**config.mk**
```make
export PLATFORM = sky130hd
export DESIGN_NAME = if_stage
export DESIGN_NICKNAME = d
export VERILOG_FILES = /design/src/rtl/if_stage.sv
export SDC_FILE = /design/constraint.sdc
export NUM_CORES = 1
export LEC_CHECK = 0
export BUFFER_PORTS_ARGS = -buffer_cell sky130_fd_sc_hd__buf_2
export CELL_PAD_IN_SITES_DETAIL_PLACEMENT = 1
export CELL_PAD_IN_SITES_GLOBAL_PLACEMENT = 2
export CORE_MARGIN = 10
export CORE_UTILIZATION = 33
export DETAILED_ROUTE_END_ITERATION = 10
export GPL_ROUTABILITY_DRIVEN = 0
export PLACE_DENSITY_LB_ADDON = 0.1
export SKIP_CTS_REPAIR_TIMING = 1
export SLEW_MARGIN = 20
export SYNTH_ARGS = -nofsm -noshare
export SYNTH_HDL_FRONTEND = slang
export SYNTH_SLANG_ARGS = --single-unit
```
**constraint.sdc**
```tcl
create_clock -name clk -period 4.9 [get_ports clk]
set_input_delay 0.735 -clock clk [delete_from_list [all_inputs] [get_ports clk]]
set_output_delay 0.735 -clock clk [all_outputs]
set_load 0.1 [all_outputs]
```
**src/rtl/if_stage.sv**
```systemverilog
// rtl/if_stage.sv - instruction fetch stage: PC, imem req/ack handshake, IF/ID register
// Single outstanding fetch; a fetched word is parked in buf_q while decode stalls.
module if_stage #(
    parameter logic [15:0] RESET_PC = 16'h0000,
    parameter logic [15:0] NOP_INST = 16'h0800
) (
    input  logic        clk,
    input  logic        rst,
    input  logic        stall_req_i,
    input  logic        branch_flag_i,
    input  logic [15:0] branch_addr_i,
    input  logic        mem_busy_i,
    output logic        imem_req_o,
    output logic [15:0] imem_addr_o,
    input  logic        imem_ack_i,
    input  logic [15:0] imem_rdata_i,
    output logic [15:0] pc_o,
    output logic [15:0] inst_o,
    output logic        inst_valid_o
);

    typedef enum logic [1:0] {S_FETCH, S_WAIT, S_HOLD} state_t;

    state_t      state_q, state_d;
    logic [15:0] pc_q, pc_d;
    logic [15:0] buf_q, buf_d;
    logic [15:0] pc_out_q, pc_out_d;
    logic [15:0] inst_q, inst_d;
    logic        valid_q, valid_d;
    logic        ack_v;
    logic        advance;
    logic [15:0] inst_src;
    logic [15:0] pc_inc;

    assign pc_inc       = pc_q + 16'd1;
    assign imem_addr_o  = pc_q;
    // mem_busy_i only blocks a new request; an issued one stays up until ack
    assign imem_req_o   = !rst && ((state_q == S_FETCH && !mem_busy_i) || state_q == S_WAIT);
    assign ack_v        = imem_req_o && imem_ack_i;
    assign inst_src     = (state_q == S_HOLD) ? buf_q : imem_rdata_i;
    assign advance      = (ack_v || state_q == S_HOLD) && !stall_req_i;

    assign pc_o         = pc_out_q;
    assign inst_o       = inst_q;
    assign inst_valid_o = valid_q;

    always_comb begin
        state_d  = state_q;
        pc_d     = pc_q;
        buf_d    = buf_q;
        pc_out_d = pc_out_q;
        inst_d   = inst_q;
        valid_d  = valid_q;
        if (advance) begin
            inst_d   = inst_src;
            pc_out_d = pc_inc;
            valid_d  = 1'b1;
            pc_d     = branch_flag_i ? branch_addr_i : pc_inc;
            state_d  = S_FETCH;
        end else if (ack_v) begin
            buf_d   = imem_rdata_i;
            state_d = S_HOLD;
        end else if (imem_req_o) begin
            state_d = S_WAIT;
        end
    end

    always_ff @(posedge clk) begin
        if (rst) begin
            state_q  <= S_FETCH;
            pc_q     <= RESET_PC;
            buf_q    <= NOP_INST;
            pc_out_q <= 16'h0000;
            inst_q   <= NOP_INST;
            valid_q  <= 1'b0;
        end else begin
            state_q  <= state_d;
            pc_q     <= pc_d;
            buf_q    <= buf_d;
            pc_out_q <= pc_out_d;
            inst_q   <= inst_d;
            valid_q  <= valid_d;
        end
    end

endmodule

```
Word level (Yosys, flattened, before mapping) --
Index checks and enable logic that the tools add are counted. W data, S select, Z words.
Operators by class: eq/ne operators 2, add/subtract/negate cells 1, reduce and logical (&&, ||, !) cells 14, multiplexer cells 4, bitwise gates (word level) 1
Operators with widths (count):
- $mux W16 | 2
- $add A16 B1 Y16 const B | 1
- $logic_and A1 B1 Y1 | 4
- $mux W2 | 2
- $logic_not A1 Y1 | 3
- $reduce_or A3 Y1 | 1
- $eq A2 B1 Y1 const B | 1
- $eq A2 B2 Y1 const B | 1
- $logic_not A2 Y1 | 1
- $logic_or A1 B1 Y1 | 2
- $reduce_and A2 Y1 | 1
- $reduce_bool A2 Y1 | 1
- $reduce_or A2 Y1 | 1
- $not A1 Y1 | 1
Storage, ports and cells: word-level logic and storage cells 29, output and inout bits 50, input port bits 38, register bits 67

Logic depth before layout (Yosys ltp) --
depth after elaboration 9, gate-level depth with buffers 7, gate-level depth less buffers 6

Least setup slack after synthesis --
OpenSTA, ideal clock, no wires.
path type input to output, start point in rst, end point out imem_req_o, arrival 1775 ps, data required time 4165 ps, path buffers 1, slack 2390 ps, stages 3, cell sequence buf_2 -> nor2_1 -> and2_1
Between the ends: word-level cells in the longest chain between the ends 2
Ends and longest elaborated chain:
- from (decl) | line 8 | input logic rst,
- $logic_not A1 Y1 | line 38 | assign imem_req_o = !rst && ((state_q == S_FETCH && !mem_busy_i) || state_q == S_WAIT);
- $logic_and A1 B1 Y1 | line 38
- to (decl) | line 13 | output logic imem_req_o,
Every way passes these cells.

Worst setup path after layout --
Ends and elaborated chain as after synthesis.

==> reports/metrics.yaml <==
synth_seq_area_share_pct: 43.2
max_slew_margin_pct: 57.8
synthToLayoutAreaGrowth_pct: 20.6
synth.area.top_cells: "dfxtp_1 (43%), mux2i_1 (10%), nor2_1 (6.9%), a211oi_1 (4.8%), nand2_1 (3.5%)"
synth_common_cells: "dfxtp_1 (67), nor2_1 (57), mux2i_1 (32)"
final.setup.tns_ps: 0
pwr-share-seq_pct: 45.0
clock_path_buffers: 2
drc: 0
yosysMostFrequentCell: "dfxtp_1"
cts_made_buffers: 9
critical_path_class: "input pin to primary output"
peakVddDrop_mv: 0.131
cts_num_sinks: 67
syn-num-nets: 388
synth_edf_count: 0
grt_pass1_wl_mm: 14.7
ant_nets: 0
crit_fanout: 3
antenna_found_initial: 0
outcome: "finished, final reports clean"
final.period_utilization_pct: 47.4
ys.flop_type: "dfxtp_1"
fin_skew_ps: 9.72
finalNetCount: 463
ioPinCount: 88
hold_path_class: "flop to flop"
initial_core_util_pct: 33.8
grt_usage_pct: 13.6
rsz0062_at_grt: "false"
timing_max_transition_violations_final: 0
combPwrFrac_pct: 24.1
synth_top_area_share_pct: 43.2
drt-wirelength-per-cell_um: 16.9
arrival_ps: 1590
switchingPower_mw: 0.480
async_flop_share_pct: 0
htreeDepth: 3
worst_slew_pin_slew_ps: 633
cts_root_buffer: "clkbuf_8"
intPower_mw: 0.835
period_minus_slack_ps: 2320
swShare_pct: 36.5
post-route-util_pct: 40.7
crit_path_end_kind: "primary output"
cts_tree: "built"
vias: 2754
p_leak_nw: 1.70
hold_ws_ps: 469
dieArea_um2: 13700
clk_pin_slew_ps: 70
critPathLaunchType: "input pin"
viasPerCell: 5.10
grt_remaining_overflow: 0
core_um2: 9200
grt_max_degree: 54
io_buffers: 87
fmax_mhz: 430
cap_violations: 0
dp_hpwl_mm: 6.58
n_antenna_cell: 0
grt_pass1_vias: 2808
synth.avg_cell_area_um2: 8.89
cp_data_required_time_ps: 4160
fillers: 1124
die_w_um: 117
setup_violations: 0
hold_viol: 0
yosys_warnings: 0
yosysUniqueCellTypes: 46
drtIter0Drc: 100
die_h_um: 117
synth_largest_area_cell: "dfxtp_1"
clk_latency_ps: 330
postSynthCellCount: 349
power_density_nw_per_um2: 351
synth_area_um2: 3100
clock_power_share_pct: 30.9
firstDrtPassIters: 4
wl_mm: 9.10
drive_above_1_share_pct: 28.0
num_rows: 35
synth_seq_cells: 67
## metrics by stage
stage	total power [mW]	instances	setup WS (ps)	cell area, um^2
after floorplan	0.860	349	2390	3100
after global placement	0.922	524	2420	3570
after detailed placement	0.925	524	2330	3570
after CTS	1.34	540	2560	3740
after global routing	1.38	540	2460	3740
final	1.31	540	2580	3740
## logic make-up (layout without fill, tap and decap cells)
logic type	Yosys count	count (layout)	share of synthesized area, %
xor+xnor	13	13	3.67
flops	67	67	43.2
fa+ha+maj	1	1	0.403
simple gates	124	124	20.0
mux	33	33	10.7
buf+inv	31	111	4.96
compound gates	80	80	17.1
## sequential cells by signal, indices dropped and copies added (netlist names)
| signal | flops |
|---|---|
| pc_o | 16 |
| inst_o | 16 |
| buf_q | 16 |
| inst_valid_o | 1 |
| state_q | 2 |
| imem_addr_o | 16 |
## power groups by stage
stage / registers [mW] / logic (mW) / clock network (mW)
after floorplan: 0.763 / 0.0964 / 0
after global placement: 0.604 / 0.318 / 0
after detailed placement: 0.605 / 0.320 / 0
after CTS: 0.592 / 0.320 / 0.423
after global routing: 0.596 / 0.338 / 0.448
final: 0.592 / 0.317 / 0.406
## worst max-delay path, stage by stage
cell    delay (ps)
buf_2          110
nor2_1         140
and2_1         160
buf_2          430
## per-layer routing
| metal | GRT usage [%] | vias to the layer above | part of all wire, % |
|---|---|---|---|
| li1 | - | 1378 | - |
| met1 | 18.1 | 1308 | 48 |
| met2 | 20.3 | 61 | 44 |
| met3 | 3.92 | 7 | 7.2 |
| met4 | 4.94 | 0 | 0.90 |
| met5 | 0 | - | 0 |
## final timing paths
path               from    endpoint  slack, ps  depth (start not counted)
min reg2reg     pc_o[0]     pc_o[0]        470                          2
max reg2reg  state_q[1]     pc_o[2]       2840                          6
min             pc_o[0]     pc_o[0]        470                          2
max                 rst  imem_req_o       2580                          4
## layout make-up
class	instances	area, um^2	area share (%)
clock buffer	12	145	3.88
clock inverter	4	26.3	0.702
inverter	4	15.0	0.401
multi-input combinational	251	1610	43.1
sequential	67	1340	35.8
tap	111	139	3.71
timing repair buffer	91	465	12.4
## layout by cell type (no fill, tap or decap), types with 2 or more instances in the layout
cell type / synthesis / layout
a22o_1: 5 / 5
and3_1: 2 / 2
nand2_1: 29 / 29
nand3_1: 7 / 7
nand4_1: 6 / 6
nand2b_1: 5 / 5
o21ai_1: 4 / 4
buf_4: 5 / 4
xnor2_1: 9 / 9
dfxtp_1: 67 / 67
o31ai_1: 2 / 2
buf_2: 8 / 87
inv_1: 4 / 4
and2_1: 2 / 2
mux2i_1: 32 / 32
nor4_2: 4 / 4
a21o_1: 3 / 3
o21ai_0: 15 / 15
clkbuf_1: 11 / 2
nor3_2: 2 / 2
nor2_1: 57 / 57
xor2_1: 4 / 4
a31oi_1: 2 / 2
clkbuf_8: 0 / 10
or3_1: 2 / 2
clkinv_2: 0 / 2
a211oi_1: 20 / 20
a21oi_1: 20 / 19
o221ai_1: 3 / 3
No activity file was read; power rests on OpenSTA's default activity.
